[config.mk]
export PLATFORM = sky130hd
export DESIGN_NAME = reg_read_stage_nw_flat
export DESIGN_NICKNAME = d
export VERILOG_FILES = /design/src/rtl/backend_pkg.sv /design/src/rtl/reg_read_stage_nw_if.sv /design/src/rtl/fwd_operand_sel.sv /design/src/rtl/reg_read_stage_nw.sv /design/src/flat_wrapper.sv
export SDC_FILE = /design/constraint.sdc
export NUM_CORES = 2
export LEC_CHECK = 0
export BUFFER_PORTS_ARGS = -buffer_cell sky130_fd_sc_hd__buf_2
export CAP_MARGIN = 20
export CORE_MARGIN = 3
export CORE_UTILIZATION = 30
export DETAILED_ROUTE_END_ITERATION = 8
export REMOVE_ABC_BUFFERS = 1
export SYNTH_ARGS = -nofsm -noshare
export SYNTH_HDL_FRONTEND = slang
export SYNTH_SLANG_ARGS = --single-unit
[constraint.sdc]
create_clock -name clk -period 5.3 [get_ports clk]
set_clock_uncertainty 0.1 [all_clocks]
set_input_delay 1.06 -clock clk [delete_from_list [all_inputs] [get_ports clk]]
set_output_delay 1.06 -clock clk [all_outputs]
set_load 0.01 [all_outputs]
[src/rtl/backend_pkg.sv]
// backend_pkg: shared widths, lane/bypass defaults and packet types for the register-read stage.
package backend_pkg;
  localparam int DEF_NUM_LANES = 2;
  localparam int DEF_NUM_FWD   = 3;
  localparam int PREG_W        = 6;
  localparam int XLEN          = 32;

  typedef enum logic {REG_FILE = 1'b0, FORWARD = 1'b1} fwrd_mux;

  typedef struct packed {
    logic              instr_valid;
    logic [XLEN-1:0]   pc;
    logic [PREG_W-1:0] dst_preg;
    logic [PREG_W-1:0] src1_preg;
    logic [PREG_W-1:0] src2_preg;
    logic [XLEN-1:0]   imm_val;
  } disp_packet_t;

  typedef struct packed {
    logic              instr_valid;
    logic [XLEN-1:0]   pc;
    logic [PREG_W-1:0] dst_preg;
    logic [PREG_W-1:0] src1_preg;
    logic [PREG_W-1:0] src2_preg;
    logic [XLEN-1:0]   imm_val;
    logic [XLEN-1:0]   src1_val;
    logic [XLEN-1:0]   src2_val;
    fwrd_mux           src1_sel;
    fwrd_mux           src2_sel;
  } exec_packet_t;
endpackage

[src/rtl/reg_read_stage_nw_if.sv]
// reg_read_stage_nw_if: scheduler-side and execute-side group handshakes of the register-read stage.
interface reg_read_stage_nw_if #(
  parameter int NUM_LANES = backend_pkg::DEF_NUM_LANES
);
  logic [NUM_LANES-1:0]                      in_valid;
  backend_pkg::disp_packet_t [NUM_LANES-1:0] in_pkt;
  logic                                      in_ready;
  logic [NUM_LANES-1:0]                      out_valid;
  backend_pkg::exec_packet_t [NUM_LANES-1:0] out_pkt;
  logic                                      out_ready;

  modport master (output in_valid, in_pkt, out_ready, input in_ready, out_valid, out_pkt);
  modport slave  (input in_valid, in_pkt, out_ready, output in_ready, out_valid, out_pkt);
endinterface

[src/rtl/fwd_operand_sel.sv]
// fwd_operand_sel: picks one operand from the RF or the highest-priority matching bypass source.
module fwd_operand_sel import backend_pkg::*; #(
  parameter int NUM_FWD = DEF_NUM_FWD
) (
  input  logic [PREG_W-1:0]              src_i,
  input  logic [XLEN-1:0]                rf_val_i,
  input  logic [NUM_FWD-1:0]             fwd_valid_i,
  input  logic [NUM_FWD-1:0][PREG_W-1:0] fwd_preg_i,
  input  logic [NUM_FWD-1:0][XLEN-1:0]   fwd_val_i,
  output logic [XLEN-1:0]                val_o,
  output logic                           hit_o
);
  // Scan oldest to youngest so the lowest matching index is written last; preg 0 is hardwired zero.
  always_comb begin
    val_o = rf_val_i;
    hit_o = 1'b0;
    for (int f = NUM_FWD - 1; f >= 0; f--) begin
      if (fwd_valid_i[f] && fwd_preg_i[f] == src_i) begin
        val_o = fwd_val_i[f];
        hit_o = 1'b1;
      end
    end
    if (src_i == '0) begin
      val_o = '0;
      hit_o = 1'b0;
    end
  end
endmodule

[src/rtl/reg_read_stage_nw.sv]
// reg_read_stage_nw: N-lane register-read stage with bypass select, output register and 1-entry skid.
// Optional performance counters are built when REG_READ_PERF_EN is defined.
module reg_read_stage_nw import backend_pkg::*; #(
  parameter int NUM_LANES = DEF_NUM_LANES,
  parameter int NUM_FWD   = DEF_NUM_FWD
) (
  input  logic                                clk,
  input  logic                                rst_n,
  reg_read_stage_nw_if.slave                  bus,
  output logic [NUM_LANES-1:0][PREG_W-1:0]    rf_src1_reg,
  output logic [NUM_LANES-1:0][PREG_W-1:0]    rf_src2_reg,
  input  logic [NUM_LANES-1:0][XLEN-1:0]      rf_src1_val,
  input  logic [NUM_LANES-1:0][XLEN-1:0]      rf_src2_val,
  input  logic [NUM_FWD-1:0]                  fwd_valid,
  input  logic [NUM_FWD-1:0][PREG_W-1:0]      fwd_preg,
  input  logic [NUM_FWD-1:0][XLEN-1:0]        fwd_val,
  input  logic                                flush
`ifdef REG_READ_PERF_EN
  ,
  output logic [31:0]                         perf_stall_cyc,
  output logic [31:0]                         perf_fwd_hits
`endif
);
  exec_packet_t [NUM_LANES-1:0] res, out_pkt_q, out_pkt_d, skid_pkt_q, skid_pkt_d;
  logic [NUM_LANES-1:0] out_vld_q, out_vld_d, skid_vld_q, skid_vld_d, hit1, hit2;
  logic present, accept, skid_valid, out_free;

  assign present       = |bus.in_valid;
  assign skid_valid    = |skid_vld_q;
  assign bus.in_ready  = !skid_valid && !flush;
  assign accept        = present && bus.in_ready;
  assign out_free      = !(|out_vld_q) || bus.out_ready;
  assign bus.out_valid = out_vld_q;
  assign bus.out_pkt   = out_pkt_q;

  for (genvar l = 0; l < NUM_LANES; l++) begin : g_lane
    logic [XLEN-1:0] v1, v2;
    assign rf_src1_reg[l] = bus.in_pkt[l].src1_preg;
    assign rf_src2_reg[l] = bus.in_pkt[l].src2_preg;
    fwd_operand_sel #(.NUM_FWD(NUM_FWD)) u_src1 (
      .src_i       (bus.in_pkt[l].src1_preg),
      .rf_val_i    (rf_src1_val[l]),
      .fwd_valid_i (fwd_valid),
      .fwd_preg_i  (fwd_preg),
      .fwd_val_i   (fwd_val),
      .val_o       (v1),
      .hit_o       (hit1[l])
    );
    fwd_operand_sel #(.NUM_FWD(NUM_FWD)) u_src2 (
      .src_i       (bus.in_pkt[l].src2_preg),
      .rf_val_i    (rf_src2_val[l]),
      .fwd_valid_i (fwd_valid),
      .fwd_preg_i  (fwd_preg),
      .fwd_val_i   (fwd_val),
      .val_o       (v2),
      .hit_o       (hit2[l])
    );
    assign res[l] = '{
      instr_valid: bus.in_pkt[l].instr_valid,
      pc:          bus.in_pkt[l].pc,
      dst_preg:    bus.in_pkt[l].dst_preg,
      src1_preg:   bus.in_pkt[l].src1_preg,
      src2_preg:   bus.in_pkt[l].src2_preg,
      imm_val:     bus.in_pkt[l].imm_val,
      src1_val:    v1,
      src2_val:    v2,
      src1_sel:    hit1[l] ? FORWARD : REG_FILE,
      src2_sel:    hit2[l] ? FORWARD : REG_FILE
    };
  end

  // Flush kills everything; a free output takes the skid first, else the accepted group; a held output parks the accepted group in the skid.
  always_comb begin
    out_vld_d  = out_vld_q;
    out_pkt_d  = out_pkt_q;
    skid_vld_d = skid_vld_q;
    skid_pkt_d = skid_pkt_q;
    if (flush) begin
      out_vld_d  = '0;
      skid_vld_d = '0;
    end else if (out_free) begin
      out_vld_d  = skid_valid ? skid_vld_q : accept ? bus.in_valid : '0;
      out_pkt_d  = skid_valid ? skid_pkt_q : accept ? res : out_pkt_q;
      skid_vld_d = '0;
    end else if (accept) begin
      skid_vld_d = bus.in_valid;
      skid_pkt_d = res;
    end
  end

  // Output and skid registers.
  always_ff @(posedge clk or negedge rst_n) begin
    if (!rst_n) begin
      out_vld_q  <= '0;
      out_pkt_q  <= '0;
      skid_vld_q <= '0;
      skid_pkt_q <= '0;
    end else begin
      out_vld_q  <= out_vld_d;
      out_pkt_q  <= out_pkt_d;
      skid_vld_q <= skid_vld_d;
      skid_pkt_q <= skid_pkt_d;
    end
  end

`ifdef REG_READ_PERF_EN
  logic [31:0] stall_q, stall_d, hits_q, hits_d, hit_cnt;
  logic [32:0] hits_sum;

  // Stalled-cycle and forwarded-operand counts, both saturating.
  always_comb begin
    hit_cnt = '0;
    for (int i = 0; i < NUM_LANES; i++)
      hit_cnt = hit_cnt + 32'(hit1[i] & bus.in_valid[i]) + 32'(hit2[i] & bus.in_valid[i]);
    hits_sum = {1'b0, hits_q} + {1'b0, accept ? hit_cnt : 32'd0};
    hits_d   = hits_sum[32] ? '1 : hits_sum[31:0];
    stall_d  = (present && !bus.in_ready && stall_q != '1) ? stall_q + 32'd1 : stall_q;
  end

  // Counter registers.
  always_ff @(posedge clk or negedge rst_n) begin
    if (!rst_n) begin
      stall_q <= '0;
      hits_q  <= '0;
    end else begin
      stall_q <= stall_d;
      hits_q  <= hits_d;
    end
  end

  assign perf_stall_cyc = stall_q;
  assign perf_fwd_hits  = hits_q;
`endif
endmodule

[src/flat_wrapper.sv]
// flat-port wrapper written by rule: the top's interface ports become plain ports
module reg_read_stage_nw_flat import backend_pkg::*;
#(
  parameter int NUM_LANES = DEF_NUM_LANES,
  parameter int NUM_FWD   = DEF_NUM_FWD
)
  (clk, rst_n, rf_src1_reg, rf_src2_reg, rf_src1_val, rf_src2_val, fwd_valid, fwd_preg, fwd_val, flush, bus_in_valid, bus_in_pkt, bus_out_ready, bus_in_ready, bus_out_valid, bus_out_pkt);
  reg_read_stage_nw_if #(.NUM_LANES(NUM_LANES)) bus_i ();
  input  logic clk;
  input  logic rst_n;
  output logic [NUM_LANES-1:0][PREG_W-1:0] rf_src1_reg;
  output logic [NUM_LANES-1:0][PREG_W-1:0] rf_src2_reg;
  input  logic [NUM_LANES-1:0][XLEN-1:0] rf_src1_val;
  input  logic [NUM_LANES-1:0][XLEN-1:0] rf_src2_val;
  input  logic [NUM_FWD-1:0] fwd_valid;
  input  logic [NUM_FWD-1:0][PREG_W-1:0] fwd_preg;
  input  logic [NUM_FWD-1:0][XLEN-1:0] fwd_val;
  input  logic flush;
  input wire logic [$bits(bus_i.in_valid)-1:0] bus_in_valid;
  input wire logic [$bits(bus_i.in_pkt)-1:0] bus_in_pkt;
  input wire logic [$bits(bus_i.out_ready)-1:0] bus_out_ready;
  output wire logic [$bits(bus_i.in_ready)-1:0] bus_in_ready;
  output wire logic [$bits(bus_i.out_valid)-1:0] bus_out_valid;
  output wire logic [$bits(bus_i.out_pkt)-1:0] bus_out_pkt;
  assign bus_i.in_valid = bus_in_valid;
  assign bus_i.in_pkt = bus_in_pkt;
  assign bus_i.out_ready = bus_out_ready;
  assign bus_in_ready = bus_i.in_ready;
  assign bus_out_valid = bus_i.out_valid;
  assign bus_out_pkt = bus_i.out_pkt;
  reg_read_stage_nw #(.NUM_LANES(NUM_LANES), .NUM_FWD(NUM_FWD)) u_core (.clk(clk), .rst_n(rst_n), .bus(bus_i), .rf_src1_reg(rf_src1_reg), .rf_src2_reg(rf_src2_reg), .rf_src1_val(rf_src1_val), .rf_src2_val(rf_src2_val), .fwd_valid(fwd_valid), .fwd_preg(fwd_preg), .fwd_val(fwd_val), .flush(flush));
endmodule
==> Flow_metrics.wiki <==
{| class="wikitable"
! Metric !! Value
|-
| Endpoints failing hold || 0
|-
| Fin crit period || ~3.6 ns
|-
| Placed Area || 34540 sq um
|-
| Unrepaired setup endpoints after global routing || no
|-
| Path class of the lowest-slack min-delay path || flip-flop to flip-flop
|-
| Filler cell count in the final layout || 10100
|-
| WL per Instance || 23.23 um
|-
| Hold path startpoint || u_core.skid_pkt_q[122]
|-
| Total Negative Setup Slacks || 0 ns
|-
| Most common cell after layout, fill and taps aside || sky130_fd_sc_hd__nand2_1
|-
| Buffers & Inverters on Critical Path || 2
|-
| Required time of the worst setup path || 4.14 ns
|-
| Pin count of the biggest net entering global routing || 215
|-
| Reg-to-Reg Start || u_core.skid_vld_q[1]
|-
| Clock tree from TritonCTS || done
|-
| Commonest cells after routing, fill and taps aside || sky130_fd_sc_hd__nand2_1 (970), sky130_fd_sc_hd__buf_2 (740), sky130_fd_sc_hd__dfrtp_1 (600), sky130_fd_sc_hd__a31oi_1 (358), sky130_fd_sc_hd__nor2_1 (278)
|-
| HPWL Detailed || between 70000 and 80000 um
|-
| Critical path start-end classification || flip-flop to primary output
|-
| Total Nets Final || 4292
|-
| Number of gates resized after cts || 0
|-
| Count of cell types in the netlist || 47
|-
| Number of warnings issued by yosys || 0
|-
| Die X || 322.6 um
|-
| Capturing element type of the critical path || primary output
|-
| Clock transition at the registers of the reported paths || 0.06 ns
|-
| Number of clock sinks seen by CTS || 600
|-
| Max-Slew Margin vs Limit || 21.62%
|-
| ANT nets after route || 0
|-
| Critical Path Start || u_core.skid_vld_q[1]
|-
| Number of standard cells after synthesis || 3312
|-
| Count of standard-cell rows || around 120
|-
| Async SR Flop Fraction || 100.0%
|-
| Maximum single-stage delay on the critical path || ~0.65 ns
|-
| Area of the multi-input gates || 13540 sq um
|-
| Post-Syn Area || 30070 sq um
|-
| Initial standard-cell utilization of the core || 30.42%
|-
| Final setup fails || 0
|-
| Sort of element at the start of the critical path || flip-flop
|-
| Clock root buffer master || sky130_fd_sc_hd__clkbuf_16
|-
| Tcrit/Tclk final || 68.50%
|-
| Storage element area || between 15000 and 20000 sq um
|-
| Worst-path cell chain || or2_4 -> buf_4 -> nor2_1 -> buf_2
|-
| Total power density per cell area || 394.2 nW/um^2
|-
| Synth-to-Final Area Change || 23.19%
|-
| Primary FF master, synth || sky130_fd_sc_hd__dfrtp_1
|-
| Kind of cell with the highest combined delay on the critical path || buffers and inverters
|-
| Std-Cell Core Area || 98850 sq um
|-
| Clk buf depth || 3
|-
| Final Wtd Congestion || 0.8822
|-
| LEAKAGE || 16.50 nW
|-
| Grt ovf || 0
|-
| Number of antenna violations at the first check in global routing || 33
|-
| Clk Latency, worst-skew pair || 0.62 ns
|-
| Overall track demand over capacity in global routing || 22.66%
|-
| Final standard cell area without fillers || 37040 sq um
|-
| Total iterations of the first detailed-routing run || 8
|-
| Maximum fanout along the worst path || 58
|-
| Die outline area || 104100 sq um
|-
| H-Tree Level Count || 3
|-
| Vias per std cell || 5.269
|-
| Avg Cell Area, Syn || a little over 9 sq um
|-
| Boundary Pins || 742
|-
| CP max-delay cell || sky130_fd_sc_hd__buf_4
|-
| Total of hold buffers inserted after clock tree synthesis || 0
|-
| Flop and latch count out of synthesis || 600
|-
| Number of DRC violations after detailed routing || 0
|-
| Transition time at the pin with the least slew margin || ~1.2 ns
|-
| Initial detailed-routing violation count || 2369
|-
| Proportion of layout cells with a drive suffix above 1 || about 28%
|-
| Sequential element share of the synthesized area || approximately half
|-
| Number of setup buffers added after CTS || 0
|-
| Run status || completed
|-
| Arrival time of data at the critical path endpoint || 2.47 ns
|-
| Number of buffer cells added on primary ports || 741
|-
| Vias in the first global route || ~27000
|-
| Number of enable-type register cells in the synthesized netlist || 0
|-
| Achievable clock frequency || ~0.28 GHz
|-
| Maximum VDD drop || around 0.00021 V
|-
| Height of the die || 322.6 um
|-
| Number of buffers inserted during clock tree synthesis || 72
|-
| First-pass GRT wire length || ~180000 um
|-
| Max capacitance violation total || 0
|-
| Total count of max-transition violations in the final report || 0
|-
| Total wire length after detailed routing || 121600 um
|-
| Total vias in the final route || 27590
|}
## layer usage
layer	GRT usage, %	vias up	share of wire [%]
li1	-	12650	-
met1	28.63	13310	40
met2	36.05	1347	46
met3	6.895	260	10
met4	9.493	24	3.7
met5	0	-	0.14
## cell usage after synthesis, drive strengths merged (32+ instances only)
cell    number  area [sq um]
nand2      973          3655
dfrtp      600         15010
a31oi      358          2240
nor2       286          1094
o21ai      161         805.8
buf        156         999.7
clkbuf     156         588.1
mux2       127          1501
o221ai     127          1600
or3         99         619.3
a21oi       43         215.2
xnor2       42         367.9
nand2b      35         219.0
and3        32         200.2
## state kept, by name, indices dropped and copies added (netlist names)
| name | cells |
|---|---|
| u_core.bus.out_pkt | 298 |
| u_core.bus.out_valid | 2 |
| u_core.skid_pkt_q | 298 |
| u_core.skid_vld_q | 2 |
## through the flow
step	std cells	worst slack [ns]	util (%)	hold WS [ns]	total power [mW]
detailed placement	5086	1.313	34.94	0.3616	9.581
CTS	5216	1.564	37.39	0.3752	14.74
finish	5236	1.669	37.47	0.3704	14.60
floorplan	3000	-18.22	-	0.3418	8.207
global route	5227	1.472	37.45	0.3868	15.41
global placement	5085	1.317	34.92	0.3563	9.511
## worst reg2reg max path, delay by kind of cell, from the launching register on
family,cells,cell delay (ns)
buf+inv,2,0.80
simple gates,4,1.45
flops,1,0.45
compound gates,1,0.18
## cell families (layout without fill, tap and decap cells)
logic type	count (synthesis)	in the layout	share of synthesized area, %
simple gates	1463	1463	20.25
compound gates	731	731	17.34
flops	600	600	49.93
buf+inv	318	937	5.355
mux	128	128	5.026
xor+xnor	72	72	2.097
other cells	0	18	0
## cell type report
class | count | share of cell area [%]
Clock buffer | 105 | 5.742
Tap cell | 1287 | 4.347
Sequential cell | 600 | 40.53
Antenna cell | 18 | 0.1216
Timing Repair Buffer | 801 | 11.86
Clock inverter | 25 | 0.7802
Inverter | 6 | 0.06080
Multi-Input combinational cell | 2394 | 36.56
## final timing paths
check	end	slack, ns	cells after the start
worst max-delay path	bus_in_ready	1.67	4
max in group asynchronous	u_core.bus.out_pkt[166]	3.53	2
min in group asynchronous	u_core.bus.out_pkt[230]	0.40	1
worst min-delay path	u_core.skid_pkt_q[122]	0.37	2
worst max register to register	u_core.bus.out_pkt[289]	2.20	7
worst min register to register	u_core.skid_pkt_q[122]	0.37	2
## power breakdown
group	switching (mW)	leakage [nW]	internal, mW	total [mW]
logic	1.94	8.30	1.23	3.17
registers	0.614	7.00	5.72	6.33
clock network	2.06	1.20	3.04	5.10
Note: power is estimated with default switching activity, not from simulation.
